## config.mk

```make
export PLATFORM = sky130hd
export DESIGN_NAME = vc_dest_router_flat
export DESIGN_NICKNAME = d
export VERILOG_FILES = /design/src/rtl/vc_dest_router_pkg.sv /design/src/rtl/vc_dest_router_if.sv /design/src/rtl/vc_dest_router_vc_arbiter.sv /design/src/rtl/vc_dest_router.sv /design/src/flat_wrapper.sv
export SDC_FILE = /design/constraint.sdc
export NUM_CORES = 1
export LEC_CHECK = 0
export BUFFER_PORTS_ARGS = -buffer_cell sky130_fd_sc_hd__buf_2
export CAP_MARGIN = 40
export CORE_MARGIN = 10
export CORE_UTILIZATION = 30
export DETAILED_ROUTE_END_ITERATION = 8
export GPL_TIMING_DRIVEN = 0
export PLACE_DENSITY = 0.64
export SLEW_MARGIN = 20
export SYNTH_ARGS = -nofsm -noshare
export SYNTH_HDL_FRONTEND = slang
export SYNTH_SLANG_ARGS = --single-unit
```

## constraint.sdc

```tcl
create_clock -name clk -period 4.2 [get_ports clk]
set_input_delay 1.26 -clock clk [delete_from_list [all_inputs] [get_ports clk]]
set_output_delay 1.26 -clock clk [all_outputs]
set_load 0.03 [all_outputs]
```

## src/rtl/vc_dest_router_pkg.sv

```systemverilog
// Shared types and constants for the VC-to-destination router.
package vc_dest_router_pkg;
    localparam int DEF_DATA_WIDTH = 6;
    localparam int DEF_DEST_BIT   = 4;

    typedef enum logic [1:0] {
        INIT   = 2'd0,
        IDLE   = 2'd1,
        ACTIVE = 2'd2
    } state_t;

    localparam logic VC0 = 1'b0;
    localparam logic VC1 = 1'b1;
endpackage

```

## src/rtl/vc_dest_router_if.sv

```systemverilog
// VC FIFO read side, D FIFO write side and status bundle of the router.
interface vc_dest_router_if
    import vc_dest_router_pkg::*;
#(
    parameter int DATA_WIDTH = DEF_DATA_WIDTH
);
    logic                  init;
    logic                  vc0_empty;
    logic                  vc1_empty;
    logic [DATA_WIDTH-1:0] vc0_data;
    logic [DATA_WIDTH-1:0] vc1_data;
    logic                  vc0_pop;
    logic                  vc1_pop;
    logic                  d0_almost_full;
    logic                  d1_almost_full;
    logic                  d0_full;
    logic                  d1_full;
    logic                  d0_push;
    logic                  d1_push;
    logic [DATA_WIDTH-1:0] d_data;
    logic                  active_out;
    logic                  idle_out;
    logic                  error_out;

    modport master (
        output init, vc0_empty, vc1_empty, vc0_data, vc1_data,
               d0_almost_full, d1_almost_full, d0_full, d1_full,
        input  vc0_pop, vc1_pop, d0_push, d1_push, d_data,
               active_out, idle_out, error_out
    );

    modport slave (
        input  init, vc0_empty, vc1_empty, vc0_data, vc1_data,
               d0_almost_full, d1_almost_full, d0_full, d1_full,
        output vc0_pop, vc1_pop, d0_push, d1_push, d_data,
               active_out, idle_out, error_out
    );
endinterface

```

## src/rtl/vc_dest_router_vc_arbiter.sv

```systemverilog
// Pop select between VC0 and VC1; fixed VC0 priority, or round-robin
// when VC_ROUTER_RR_EN is defined.
module vc_arbiter
    import vc_dest_router_pkg::*;
(
`ifdef VC_ROUTER_RR_EN
    input  logic clk,
    input  logic reset,
`endif
    input  logic i_en,
    input  logic i_stall,
    input  logic i_vc0_empty,
    input  logic i_vc1_empty,
    output logic o_vc0_pop,
    output logic o_vc1_pop,
    output logic o_src
);
    logic w_go;

`ifdef VC_ROUTER_RR_EN
    logic r_last;

    // Holds the VC served most recently; starts as VC1 so VC0 goes first.
    always_ff @(posedge clk) begin
        if (reset)          r_last <= VC1;
        else if (o_vc0_pop) r_last <= VC0;
        else if (o_vc1_pop) r_last <= VC1;
    end
`endif

    always_comb begin
        o_vc0_pop = 1'b0;
        o_vc1_pop = 1'b0;
        w_go      = i_en & ~i_stall;
`ifdef VC_ROUTER_RR_EN
        if (w_go) begin
            if (!i_vc0_empty && !i_vc1_empty) begin
                if (r_last == VC1) o_vc0_pop = 1'b1;
                else               o_vc1_pop = 1'b1;
            end else if (!i_vc0_empty) begin
                o_vc0_pop = 1'b1;
            end else if (!i_vc1_empty) begin
                o_vc1_pop = 1'b1;
            end
        end
`else
        if (w_go) begin
            if (!i_vc0_empty)      o_vc0_pop = 1'b1;
            else if (!i_vc1_empty) o_vc1_pop = 1'b1;
        end
`endif
        o_src = o_vc1_pop ? VC1 : VC0;
    end
endmodule

```

## src/rtl/vc_dest_router.sv

```systemverilog
// Pops VC0/VC1 FIFOs and steers each word to D0/D1 by its destination bit.
// VC_ROUTER_RR_EN selects round-robin instead of fixed VC0 priority.
module vc_dest_router
    import vc_dest_router_pkg::*;
#(
    parameter int DATA_WIDTH = DEF_DATA_WIDTH,
    parameter int DEST_BIT   = DEF_DEST_BIT
)(
    input  logic             clk,
    input  logic             reset,
    vc_dest_router_if.slave  bus
);
    state_t                r_state;
    state_t                w_next;
    logic                  w_run;
    logic                  w_stall;
    logic                  w_vc0_pop;
    logic                  w_vc1_pop;
    logic                  w_src;
    logic [2:1]            r_vld_pipe;
    logic                  r_src;
    logic [DATA_WIDTH-1:0] w_sel;
    logic                  w_dest;
    logic                  w_full;
    logic                  w_fire;
    logic                  r_d0_push;
    logic                  r_d1_push;
    logic [DATA_WIDTH-1:0] r_d_data;
    logic                  r_active;
    logic                  r_idle;
    logic                  r_error;

    assign w_run   = (r_state == IDLE) || (r_state == ACTIVE);
    // Destination is unknown until data returns, so either almost-full stalls.
    assign w_stall = bus.d0_almost_full | bus.d1_almost_full;

    vc_arbiter u_arb (
`ifdef VC_ROUTER_RR_EN
        .clk         (clk),
        .reset       (reset),
`endif
        .i_en        (w_run),
        .i_stall     (w_stall),
        .i_vc0_empty (bus.vc0_empty),
        .i_vc1_empty (bus.vc1_empty),
        .o_vc0_pop   (w_vc0_pop),
        .o_vc1_pop   (w_vc1_pop),
        .o_src       (w_src)
    );

    always_comb begin
        w_next = r_state;
        if (!bus.init) begin
            w_next = INIT;
        end else begin
            case (r_state)
                INIT:    w_next = IDLE;
                IDLE:    if (!bus.vc0_empty || !bus.vc1_empty) w_next = ACTIVE;
                ACTIVE:  if (bus.vc0_empty && bus.vc1_empty && r_vld_pipe == 2'b00)
                             w_next = IDLE;
                default: w_next = INIT;
            endcase
        end
    end

    always_ff @(posedge clk) begin
        if (reset) r_state <= INIT;
        else       r_state <= w_next;
    end

    // Read data is valid the cycle after the pop; route it from the stage-1 source.
    assign w_sel  = r_src ? bus.vc1_data : bus.vc0_data;
    assign w_dest = w_sel[DEST_BIT];
    assign w_full = w_dest ? bus.d1_full : bus.d0_full;
    assign w_fire = r_vld_pipe[1] & ~w_full;

    // Dropping init flushes in-flight words and clears the sticky error.
    always_ff @(posedge clk) begin
        if (reset || !bus.init) begin
            r_vld_pipe <= 2'b00;
            r_src      <= VC0;
            r_d0_push  <= 1'b0;
            r_d1_push  <= 1'b0;
            r_d_data   <= '0;
            r_active   <= 1'b0;
            r_idle     <= 1'b0;
            r_error    <= 1'b0;
        end else begin
            r_vld_pipe <= {r_vld_pipe[1], w_vc0_pop | w_vc1_pop};
            r_src      <= w_src;
            r_d0_push  <= w_fire & ~w_dest;
            r_d1_push  <= w_fire & w_dest;
            r_d_data   <= w_fire ? w_sel : '0;
            r_active   <= (w_next == ACTIVE);
            r_idle     <= (w_next == IDLE);
            if (r_vld_pipe[1] && w_full) r_error <= 1'b1;
        end
    end

    assign bus.vc0_pop    = w_vc0_pop;
    assign bus.vc1_pop    = w_vc1_pop;
    assign bus.d0_push    = r_d0_push;
    assign bus.d1_push    = r_d1_push;
    assign bus.d_data     = r_d_data;
    assign bus.active_out = r_active;
    assign bus.idle_out   = r_idle;
    assign bus.error_out  = r_error;
endmodule

```

## src/flat_wrapper.sv

```systemverilog
// flat-port wrapper written by rule: the top's interface ports become plain ports
module vc_dest_router_flat import vc_dest_router_pkg::*;
#(
    parameter int DATA_WIDTH = DEF_DATA_WIDTH,
    parameter int DEST_BIT   = DEF_DEST_BIT
)
  (clk, reset, bus_init, bus_vc0_empty, bus_vc1_empty, bus_vc0_data, bus_vc1_data, bus_d0_almost_full, bus_d1_almost_full, bus_d0_full, bus_d1_full, bus_vc0_pop, bus_vc1_pop, bus_d0_push, bus_d1_push, bus_d_data, bus_active_out, bus_idle_out, bus_error_out);
  vc_dest_router_if #(.DATA_WIDTH(DATA_WIDTH)) bus_i ();
  input  logic clk;
  input  logic reset;
  input wire logic [$bits(bus_i.init)-1:0] bus_init;
  input wire logic [$bits(bus_i.vc0_empty)-1:0] bus_vc0_empty;
  input wire logic [$bits(bus_i.vc1_empty)-1:0] bus_vc1_empty;
  input wire logic [$bits(bus_i.vc0_data)-1:0] bus_vc0_data;
  input wire logic [$bits(bus_i.vc1_data)-1:0] bus_vc1_data;
  input wire logic [$bits(bus_i.d0_almost_full)-1:0] bus_d0_almost_full;
  input wire logic [$bits(bus_i.d1_almost_full)-1:0] bus_d1_almost_full;
  input wire logic [$bits(bus_i.d0_full)-1:0] bus_d0_full;
  input wire logic [$bits(bus_i.d1_full)-1:0] bus_d1_full;
  output wire logic [$bits(bus_i.vc0_pop)-1:0] bus_vc0_pop;
  output wire logic [$bits(bus_i.vc1_pop)-1:0] bus_vc1_pop;
  output wire logic [$bits(bus_i.d0_push)-1:0] bus_d0_push;
  output wire logic [$bits(bus_i.d1_push)-1:0] bus_d1_push;
  output wire logic [$bits(bus_i.d_data)-1:0] bus_d_data;
  output wire logic [$bits(bus_i.active_out)-1:0] bus_active_out;
  output wire logic [$bits(bus_i.idle_out)-1:0] bus_idle_out;
  output wire logic [$bits(bus_i.error_out)-1:0] bus_error_out;
  assign bus_i.init = bus_init;
  assign bus_i.vc0_empty = bus_vc0_empty;
  assign bus_i.vc1_empty = bus_vc1_empty;
  assign bus_i.vc0_data = bus_vc0_data;
  assign bus_i.vc1_data = bus_vc1_data;
  assign bus_i.d0_almost_full = bus_d0_almost_full;
  assign bus_i.d1_almost_full = bus_d1_almost_full;
  assign bus_i.d0_full = bus_d0_full;
  assign bus_i.d1_full = bus_d1_full;
  assign bus_vc0_pop = bus_i.vc0_pop;
  assign bus_vc1_pop = bus_i.vc1_pop;
  assign bus_d0_push = bus_i.d0_push;
  assign bus_d1_push = bus_i.d1_push;
  assign bus_d_data = bus_i.d_data;
  assign bus_active_out = bus_i.active_out;
  assign bus_idle_out = bus_i.idle_out;
  assign bus_error_out = bus_i.error_out;
  vc_dest_router #(.DATA_WIDTH(DATA_WIDTH), .DEST_BIT(DEST_BIT)) u_core (.clk(clk), .reset(reset), .bus(bus_i));
endmodule
```

==> impl_results.md <==
- Status: completed
- ANT cells: 0
- Vias: 590
- Period utilisation layout: roughly 75%
- Seq cells post-synth: 16
- Commonest non-fill, non-tap cell in the layout: buf_2
- Starting DRC count in detailed routing: 19
- DRC viols: 0
- Total GRT Usage: 7.82%
- Leakage: approximately 0.43 nW
- H-tree depth: 1
- Slew @ Worst Pin: between 0.4 and 0.5 ns
- DIE WIDTH: slightly below 70 um
- Post-layout min period: about 3.1 ns
- GR met1 Demand/Resource: a little under 8%
- FF-to-FF Start: u_core.r_state[0]$_SDFF_PP0_
- Setup_tns: 0 ns
- Worst hold path type: flip-flop to flip-flop
- Worst Setup SP: bus_d1_almost_full
- I/O Pins: 34
- Post-Route WL: about 1.7 mm
- Cell area after synthesis: between 600 and 700 um^2
- Setup ws final: between 1 and 1.5 ns
- Worst Hold Launch: u_core.bus.error_out$_SDFFE_PP0P_
- Clock Path Buffers: 2
- PortBufs: 33
- Worst VDD drop: 0.165 mV
- Synth unique cells: 26
- Multi-input logic area: 334 um^2
- Clock latency on the worst-skew pair: between 0.2 and 0.3 ns
- Overflow after GRT: 0
- Full die area: between 4000 and 5000 um^2
- Met3 usage: under 10%
- Seq. cell area: 320 um^2
- Crit-path cells: buf_2 > nor2_1 > nand2_1 > nor2_1 > buf_2
- Max-slew violation count: 0
- Setup crit start kind: input pin
- Hold Vio Cnt, Final: 0
- Post-CTS Hold Fix Bufs: 0
- Kind of critical path: input pin to output port
- Rows: 17
- Mean area per synthesized cell: 10.3 um^2
- CP Capture Type: output port
- Final antenna-violating net count: 0
- Post-synthesis sequential area ratio: a little under half
- FMAX: 320 MHz
- TritonCTS clock tree: done
- Area post-placement: a little under 900 um^2
- Clk slew on worst S/H paths: 0.09 ns
- Die height: 67.6 um
- Clock Tree Root: clkbuf_4
- Final HPWL DP: 1.44 mm
- Cts repair resizes: 0
- Cells after synthesis: 66
- Setup slack at placement: ~1.1 ns
- FILL cells: roughly 220
- Slowest cell on crit path: buf_2
- Fin area: 903 um^2
- Critical Path AT: ~1.9 ns
- Synth Warn #: 0
- Routability cong.: around 0.67
- Final Net Count: around 130
- RSZ-0062 raised after global routing: false
- Largest stage delay, worst path: 0.20 ns
- Clock Skews: between 0.0008 and 0.0009 ns
- Core Area: between 2000 and 2500 um^2
- Max-Cap Viols: 0
- First-pass GRT wire length: 2.79 mm
- GR Layer Usage met2: around 12%
- Pwr Total: 0.000266 W
- Syn-to-layout area delta: 32.7%
- Syn_nets: 91
- Final setup fails: 0
- Worst hold slack: ~0.5 ns
- Layout cells sized above 1: 41.2%
- Crit path max fanout: 2
- Most frequent cells in the layout: buf_2 (33), dfxtp_1 (16), nor3_1 (8)
- Most Used Layer, Global Route: met2
- Initial Utilization: a little under a third
- Number of global-route vias before repair: 687
- Drt pass-1 iters: 4
- P per Cell Area: around 300 nW/um^2
- Number of antenna violations at the first check in global routing: 0
- Worst EP required: approximately 3 ns
- Setup Buffers After CTS: 0
- Largest net degree at the start of global routing: 10
- CTS buffer count: 3
- CTS Sinks: 16
- DR WL/cell: about 13 um
- Via-to-Cell Ratio: between 4 and 5
- Relative slew slack: 73.1%
## where the power goes
part / total, W / internal [W] / switching [W]
clock network: 0.0000777 / 0.0000332 / 0.0000445
registers: 0.000155 / 0.000153 / 0.00000119
logic: 0.0000334 / 0.0000163 / 0.0000171
## stage by stage
step	util (%)	cells
after floorplan	-	66
after global placement	40.2	127
after detailed placement	40.2	127
after CTS	41.2	130
after global routing	41.2	130
final	41.2	130
## registers in the layout, indices dropped and copies added (netlist names)
name / count
u_core.r_src: 1
u_core.bus.idle_out: 1
u_core.bus.active_out: 1
u_core.r_vld_pipe: 2
u_core.r_state: 2
u_core.bus.d_data: 6
u_core.bus.d0_push: 1
u_core.bus.d1_push: 1
u_core.bus.error_out: 1
## worst max-delay path: cells and delay by family
family,cells,cell delay (ns)
buf+inv,2,0.29
simple gates,3,0.32
## cell type report
class / instances / share of cell area [%]
multi-input cells: 44 / 37.0
flip-flops and latches: 16 / 35.5
repair buffers: 33 / 18.3
well taps: 28 / 3.88
clock buffers: 3 / 2.49
inverters: 5 / 2.08
plain buffers: 1 / 0.831
## path summary, 6_finish.rpt
check | endpoint | slack, ns | depth (start not counted)
worst max-delay path | bus_vc1_pop | 1.07 | 5
worst min-delay path | u_core.bus.error_out$_SDFFE_PP0P_ | 0.51 | 1
worst max register to register | u_core.bus.active_out$_SDFF_PP0_ | 2.62 | 5
worst min register to register | u_core.bus.error_out$_SDFFE_PP0P_ | 0.51 | 1
## synthesized netlist by cell type (all sizes together)
master	count	share of area [%]
and4bb	1	1.8
mux2i	6	9.4
o21ba	1	1.5
a2bb2oi	1	1.3
nor2b	2	1.8
nor3b	1	1.1
a21oi	1	0.73
a311o	1	1.5
dfxtp	16	47
a22o	1	1.3
a22oi	1	1.1
nand3	1	0.73
ha	4	7.4
inv	5	2.8
mux2	1	2.2
nand2	3	1.7
nor3	8	5.9
a31oi	1	0.92
and2	1	0.92
o2111a	1	1.7
buf	1	1.1
a221oi	1	1.3
nand2b	1	0.92
nor2	5	2.8
a31o	1	1.3
## metal layers
metal  vias up  part of all wire, %
met5         -                    0
met4         0                 0.29
met3         2                   14
met2        28                   44
met1       252                   42
li1        308                    -
## kinds of logic after synthesis
| group | count (synthesis) | synth area share (%) |
|---|---|---|
| simple gates | 23 | 17.6 |
| mux | 7 | 11.6 |
| flops | 16 | 47.1 |
| buf+inv | 6 | 3.86 |
| fa+ha+maj | 4 | 7.35 |
| compound gates | 10 | 12.5 |
Note: power is estimated with default switching activity, not from simulation.
